==> src/rtl/pipeline_hazard_ctrl_pkg.sv <==
// Shared types and helpers for the pipeline hazard controller.
// Holds the controller state enum, the forwarding-select enum, the PC
// register index and the register-match / forward-select helpers.
package hazard_pkg;

  // Controller state: normal issue, one-cycle load-use stall, one-cycle branch flush
  typedef enum logic [1:0] {
    RUN     = 2'b00,
    LDSTALL = 2'b01,
    BFLUSH  = 2'b10
  } state_t;

  // ALU operand source select
  typedef enum logic [1:0] {
    FWD_RF  = 2'b00,
    FWD_WB  = 2'b01,
    FWD_MEM = 2'b10
  } fwd_sel_t;

  // r15 is the PC; it is never produced by a pipeline writer
  localparam logic [3:0] PC_IDX = 4'd15;

  // A source depends on a stage's writer only if that writer really writes
  // a general-purpose register with the same index.
  function automatic logic reg_match(input logic [3:0] src,
                                     input logic [3:0] dst,
                                     input logic       we);
    return we && (src == dst) && (dst != PC_IDX);
  endfunction

  // MEM holds the younger result, so it wins when both later stages match.
  function automatic fwd_sel_t fwd_select(input logic mem_hit,
                                          input logic wb_hit);
    if (mem_hit)     return FWD_MEM;
    else if (wb_hit) return FWD_WB;
    else             return FWD_RF;
  endfunction

endpackage

==> src/rtl/pipeline_hazard_ctrl_sat_counter.sv <==
// sat_counter: event counter that sticks at its all-ones value.
// Cleared by a synchronous active-high reset.
module sat_counter #(
  parameter int W = 16
) (
  input  logic         clk,
  input  logic         rst,
  input  logic         inc,
  output logic [W-1:0] count
);

  // Count one per cycle with inc high, holding once the maximum is reached
  always_ff @(posedge clk) begin
    if (rst) begin
      count <= '0;
    end else if (inc && (count != {W{1'b1}})) begin
      count <= count + 1'b1;
    end
  end

endmodule

==> src/rtl/pipeline_hazard_ctrl.sv <==
// pipeline_hazard_ctrl: hazard detection, stall/flush control and operand
// forwarding for a five-stage pipeline, with saturating stall/flush counters.
// Optional feature macro: HAZARD_FWD_EN
//   defined   -> MEM/WB forwarding active, only load-use hazards stall
//   undefined -> no forwarding, any EX/MEM source match stalls
module pipeline_hazard_ctrl
  import hazard_pkg::*;
#(
  parameter int CNT_W = 16
) (
  input  logic             clk,
  input  logic             rst,
  input  logic [3:0]       RA1D,
  input  logic [3:0]       RA2D,
  input  logic [3:0]       WA3E,
  input  logic [3:0]       WA3M,
  input  logic [3:0]       WA3W,
  input  logic             RegWriteE,
  input  logic             RegWriteM,
  input  logic             RegWriteW,
  input  logic             MemtoRegE,
  input  logic             BranchTakenE,
  output logic             StallF,
  output logic             StallD,
  output logic             FlushD,
  output logic             FlushE,
  output logic [1:0]       ForwardAE,
  output logic [1:0]       ForwardBE,
  output logic [CNT_W-1:0] StallCount,
  output logic [CNT_W-1:0] FlushCount
);

  state_t   state;
  state_t   state_next;

  logic     match_e1;
  logic     match_e2;
  logic     match_m1;
  logic     match_m2;
  logic     load_use;
  logic     hazard;
  logic     branch_flush;
  fwd_sel_t fwd_a;
  fwd_sel_t fwd_b;

  // Source/destination comparisons against the EX and MEM writers
  always_comb begin
    match_e1 = reg_match(RA1D, WA3E, RegWriteE);
    match_e2 = reg_match(RA2D, WA3E, RegWriteE);
    match_m1 = reg_match(RA1D, WA3M, RegWriteM);
    match_m2 = reg_match(RA2D, WA3M, RegWriteM);
    load_use = MemtoRegE && (match_e1 || match_e2);
  end

`ifdef HAZARD_FWD_EN
  logic match_w1;
  logic match_w2;

  // With forwarding, ALU results bypass from MEM/WB and only a load in EX stalls
  always_comb begin
    match_w1 = reg_match(RA1D, WA3W, RegWriteW);
    match_w2 = reg_match(RA2D, WA3W, RegWriteW);
    fwd_a    = fwd_select(match_m1, match_w1);
    fwd_b    = fwd_select(match_m2, match_w2);
    hazard   = load_use;
  end
`else
  logic unused_wb;

  // The register file writes in the first half-cycle, so WB needs no handling
  assign unused_wb = ^{WA3W, RegWriteW};

  // Without forwarding every EX/MEM dependence stalls until the writer reaches WB
  always_comb begin
    fwd_a  = FWD_RF;
    fwd_b  = FWD_RF;
    hazard = load_use || match_e1 || match_e2 || match_m1 || match_m2;
  end
`endif

  // Next state is decided afresh every cycle, so each stall or flush lasts one cycle
  // unless the inputs present a new hazard; a taken branch always wins.
  always_comb begin
    state_next = RUN;
    case (state)
      RUN, LDSTALL, BFLUSH: begin
        if (BranchTakenE) begin
          state_next = BFLUSH;
        end else if (hazard) begin
          state_next = LDSTALL;
        end else begin
          state_next = RUN;
        end
      end
      default: state_next = RUN;
    endcase
  end

  // State register; reset aborts any stall or flush in progress
  always_ff @(posedge clk) begin
    if (rst) begin
      state <= RUN;
    end else begin
      state <= state_next;
    end
  end

  // Segment-register controls act in the detecting cycle and are silenced by reset
  always_comb begin
    StallF       = 1'b0;
    StallD       = 1'b0;
    FlushD       = 1'b0;
    FlushE       = 1'b0;
    branch_flush = 1'b0;
    if (!rst) begin
      if (BranchTakenE) begin
        FlushD       = 1'b1;
        FlushE       = 1'b1;
        branch_flush = 1'b1;
      end else if (hazard) begin
        StallF = 1'b1;
        StallD = 1'b1;
        FlushE = 1'b1;
      end
    end
  end

  // Operand selects are forced to the register file while in reset
  always_comb begin
    ForwardAE = FWD_RF;
    ForwardBE = FWD_RF;
    if (!rst) begin
      ForwardAE = fwd_a;
      ForwardBE = fwd_b;
    end
  end

  sat_counter #(
    .W (CNT_W)
  ) u_stall_cnt (
    .clk   (clk),
    .rst   (rst),
    .inc   (StallD),
    .count (StallCount)
  );

  sat_counter #(
    .W (CNT_W)
  ) u_flush_cnt (
    .clk   (clk),
    .rst   (rst),
    .inc   (branch_flush),
    .count (FlushCount)
  );

endmodule

==> config.mk <==
export PLATFORM = sky130hd
export DESIGN_NAME = pipeline_hazard_ctrl
export DESIGN_NICKNAME = d
export VERILOG_FILES = /design/src/rtl/pipeline_hazard_ctrl_pkg.sv /design/src/rtl/pipeline_hazard_ctrl_sat_counter.sv /design/src/rtl/pipeline_hazard_ctrl.sv
export SDC_FILE = /design/constraint.sdc
export NUM_CORES = 1
export LEC_CHECK = 0
export BUFFER_PORTS_ARGS = -buffer_cell sky130_fd_sc_hd__buf_2
export CAP_MARGIN = 30
export CORE_UTILIZATION = 44
export DETAILED_ROUTE_END_ITERATION = 10
export GPL_TIMING_DRIVEN = 1
export MAX_ROUTING_LAYER = met4
export PLACE_DENSITY = 0.85
export SYNTH_ARGS = -nofsm -noshare
export SYNTH_HDL_FRONTEND = slang
export SYNTH_SLANG_ARGS = --single-unit
export TNS_END_PERCENT = 10
==> constraint.sdc <==
create_clock -name clk -period 1.8 [get_ports clk]
set_input_delay 0.18 -clock clk [delete_from_list [all_inputs] [get_ports clk]]
set_output_delay 0.18 -clock clk [all_outputs]
set_load 0.1 [all_outputs]
# Word level (Yosys, flattened, before mapping)
# Cells that the tools add are included.
[totals] ff_bits=32 output_inout_bits=40 wordCells=35 in_bits=27
[op_classes] n_addsub=2 mux=7 n_eq_ne=8 reduce_logical=16
[ops] cell="adder 16 x 1 -> 16 bit (second input constant)" count=2
[ops] cell="inequality test 16 bit (second input constant)" count=2
[ops] cell="equality test 4 bit" count=4
[ops] cell="logical AND 1 bit" count=11
[ops] cell="inequality test 4 bit (second input constant)" count=2
[ops] cell="two-way mux 1 bit" count=7
[ops] cell="logical OR 1 bit" count=5

# Logic depth before layout (Yosys ltp)
[depth] depth_word=13 ltp_mapped=7 mapped_depth_nobuf=7

# Modules after synthesis
# Synthesis repeated with hierarchy kept, for this count alone.
[hier_totals] cells_unflattened=232 hier_area_um2=1956.9
[modules_own_cells] mod="sat_counter" area_per_inst_um2=848.3 n_inst=2 cells_each=99
[modules_own_cells] mod="pipeline_hazard_ctrl" area_per_inst_um2=260.2 n_inst=1 cells_each=34

# Worst setup path before layout
# OpenSTA, ideal clock, no wires.
[synth_path] path_kind="register -> register" startpoint="register u_stall_cnt.count[0]" endpoint="register u_stall_cnt.count[10]" path_slack_ps=-855 required_time_ps=1677 path_buffers=0 t_arrival_ps=2532 path_stages_with_launch=8 period_less_slack_ps=2655 cell_sequence="dfxtp_1 -> ha_1 -> nand3_1 -> nor4_2 -> a211oi_2 -> nor2_2 -> nor4_1 -> mux2_1"
[synth_via] elab_chain_cells=2 word_cells_on_any_way=3
[synth_lines] item="start, declared" line="pipeline_hazard_ctrl_sat_counter.sv:9" rtl="output logic [W-1:0] count"
[synth_lines] item="start signal, assigned" line="pipeline_hazard_ctrl_sat_counter.sv:17" rtl="count <= count + 1'b1;"
[synth_lines] item="branches (longest 2 deep; another with adder 16 x 1 -> 16 bit)"
# Several ways; the timed one is not identified.
# A chain may end at the register's enable or synchronous reset.

# Worst setup path after layout
[layout_path] startpoint="register u_stall_cnt.count[1]" endpoint="register u_stall_cnt.count[11]"
# The elaborated chain is that of the path after synthesis.

==> results by group <==
Die
  • Die area: 4460 um2
  • Initial Utilization: 46.1%
  • # rows: 23
  • Core box area: 4000 um2
  • I/O pins: 67
  • Die height: 66.8 um
  • Die X: 66.8 um

Power
  • Sw Pwr: 470 uW
  • Sw Ratio: 31.0%
  • Peak supply drop: 411 uV
  • PwrDens: 557 nW/um2
  • Power Internal: 1.05 mW
  • Reg power frac: 45.8%
  • Comb power frac: 18.8%
  • Clk pwr share: 35.5%
  • Total power: 1.52 mW
  • Pleak: 1.14 nW

Synthesis
  • Yosys warnings: 0
  • Most used flip-flop cell after synthesis: dfxtp_1
  • Number of synthesized register bits: 32
  • Synth Instances: 219
  • Async S/R FF share, synth: 0%
  • Sequential area share after synthesis: 34.7%
  • EDFF count, synth: 0
  • Synth Area per Inst: 8.43 um2
  • Cell Area, Synth: 1850 um2
  • Synth cell types: 47

Clocking
  • Clock sinks: 32
  • Worst-Skew Late Latency: 0.29 ns
  • CTS max path bufs: 2
  • Hold buffers post-CTS: 0
  • CTS H-tree lvls: 2
  • Clk root buf: clkbuf_8
  • Clock slew at reported path FFs: 0.07 ns
  • CTS tree: built
  • TritonCTS buffer count: 5

Cells and area
  • Non-Filler Instances: 364
  • Nets: 342
  • Synth-to-Final Area Change: 47.7%
  • Fraction of layout cells with a size suffix above 1: 48.4%
  • Antenna cells: 0

Global routing
  • Overflow after GRT: 0
  • Initial antenna violation count: 0
  • First-pass GRT wire length: 7690 um
  • Total Routing Usage GR: 23.2%
  • Largest net degree at the start of global routing: 26
  • Number of global-route vias before repair: 1,896

STA
  • Max-slew violation count: 0
  • # setup viols final: 4
  • Tcrit/Tclk final: 102%
  • Final-report hold violation count: 0
  • Worst Skew: 0.00775 ns
  • Setup tns final: -0.0919 ns
  • Min Tclk post-route: 1.83 ns
  • Unrepaired setup endpoints after global routing: yes
  • Fmax: 545 MHz
  • Setup WS post-layout: -0.0340 ns
  • Hold WS: 0.244 ns

Outcome
  • Violated checks: design-rule violations, negative setup slack
  • Status: finished with violations

Critical path
  • CP Data Arrival Time: 2.05 ns
  • Crit path kind: flop to flop
  • Crit start category: flop
  • Max Fanout on Critical Path: 3
  • CP required: 2.02 ns
  • CP Capture Type: flop

Drt
  • Drt total wl: 4870 um
  • DR DRC count: 2
  • Detailed Routing Iterations Pass 1: 7
  • Wirelength per Cell: 13.4 um
  • DR vias: 1,968
  • Routed vias/inst: 5.41
  • Initial DRC count: 135
  • DRT antenna net count: 0

Min path
  • Hold WC Path Type: primary input to flop

Placed design
  • Placer Congestion: 0.869
  • PortBufs: 56
  • Placed Cells incl. Taps: 353
  • DP HPWL: 3560 um

Flow run
  • Max-cap violations: 0
-- sequential cells by signal, summed over array words and instances, names as in the netlist --
signal             count
u_flush_cnt.count     16
u_stall_cnt.count     16
-- area by class of cell --
cell class	instances	area [um2]
Multi-Input combinational cell	174	1220
Sequential cell	32	727
Fill cell	310	1270
Clock inverter	1	5.00
Inverter	6	22.5
Clock buffer	7	76.3
Tap cell	50	62.6
Timing Repair Buffer	94	611
-- worst paths after layout --
kind / endpoint / from / depth (start not counted) / slack [ns]
min: u_stall_cnt.count[0] / rst / 3 / 0.24
min reg2reg: u_flush_cnt.count[15] / u_flush_cnt.count[15] / 2 / 0.51
max: u_stall_cnt.count[11] / u_stall_cnt.count[1] / 8 / -0.03
max reg2reg: u_stall_cnt.count[11] / u_stall_cnt.count[1] / 8 / -0.03
-- cell families (layout without fill, tap and decap cells) --
kind of cell	Yosys count	after routing	synth area share, %
xor+xnor	34	34	16.1
compound gates	32	32	12.3
simple gates	98	98	28.3
buf+inv	16	108	4.68
mux	4	4	2.31
other cells	1	4	0.203
flops	32	32	34.7
fa+ha+maj	2	2	1.36
-- stage by stage --
stage          instance area, um2  worst slack, ns  util (%)
3_3_place_gp                 2560          -0.0504      64.1
5_1_grt                      2730           -0.136      68.2
3_5_place_dp                 2560           -0.117      64.1
4_1_cts                      2700          -0.0512      67.5
6_report                     2730          -0.0340      68.2
2_1_floorplan                1980           -0.196         -
-- routing by layer --
layer / wire length [um] / vias to the layer above / track usage, % / part of all wire (%)
met3: 200 / 9 / 4.62 / 4.1
met5: 0 / - / - / 0
li1: - / 974 / - / -
met2: 2530 / 55 / 41.8 / 52
met1: 2070 / 930 / 24.2 / 43
met4: 66 / 0 / 10.4 / 1.4
-- power by group through the flow --
| stage | clock network (mW) | registers (mW) | logic, mW |
|---|---|---|---|
| 6_report | 0.539 | 0.696 | 0.285 |
| 5_1_grt | 0.578 | 0.696 | 0.302 |
| 4_1_cts | 0.539 | 0.696 | 0.285 |
| 3_5_place_dp | 0 | 0.711 | 0.283 |
| 3_3_place_gp | 0 | 0.711 | 0.276 |
| 2_1_floorplan | 0 | 0.754 | 0.163 |
-- Yosys cell counts, types with 4 or more instances --
master    instances  area (um2)
and3_1            5        31.3
inv_1             6        22.5
or4_1             4        30.0
buf_4             5        37.5
nand4_1          13        81.3
nand3_1          14        70.1
clkbuf_1          4        15.0
o21ai_0           4        20.0
a21oi_1          10        50.1
o31ai_1           4        30.0
nor2_1           28         105
xor2_1           12         105
nand2_1          13        48.8
dfxtp_1          32         641
xnor2_1          22         193
-- worst max-delay path, stage by stage, from the launching register on --
cell	delay, ns
dfxtp_4	0.35
ha_4	0.16
nand3_4	0.07
nor4_4	0.06
a211oi_2	0.30
o21ai_1	0.15
buf_4	0.15
or4_1	0.39
a21oi_1	0.12
-- repair_timing --
action / CTS / global route
resized for setup: 8 / 6
setup endpoints to repair: 7 / 16
buffers inserted: 3 / 0
pin swaps: 8 / 8
-- layout by cell type (no fill, tap or decap), types with 3 or more instances in the layout --
master,count
and3_1,5
and4_1,3
inv_1,6
nor3_1,3
dfxtp_4,19
nand2_1,13
buf_2,53
xnor2_1,22
nand4_1,13
a21oi_1,10
conb_1,4
or4_1,4
o31ai_1,4
buf_12,3
nand3_1,13
buf_4,38
nor2_2,3
nor2_1,26
xor2_1,12
clkbuf_8,5
dfxtp_2,12
Note: power is estimated with default switching activity, not from simulation.
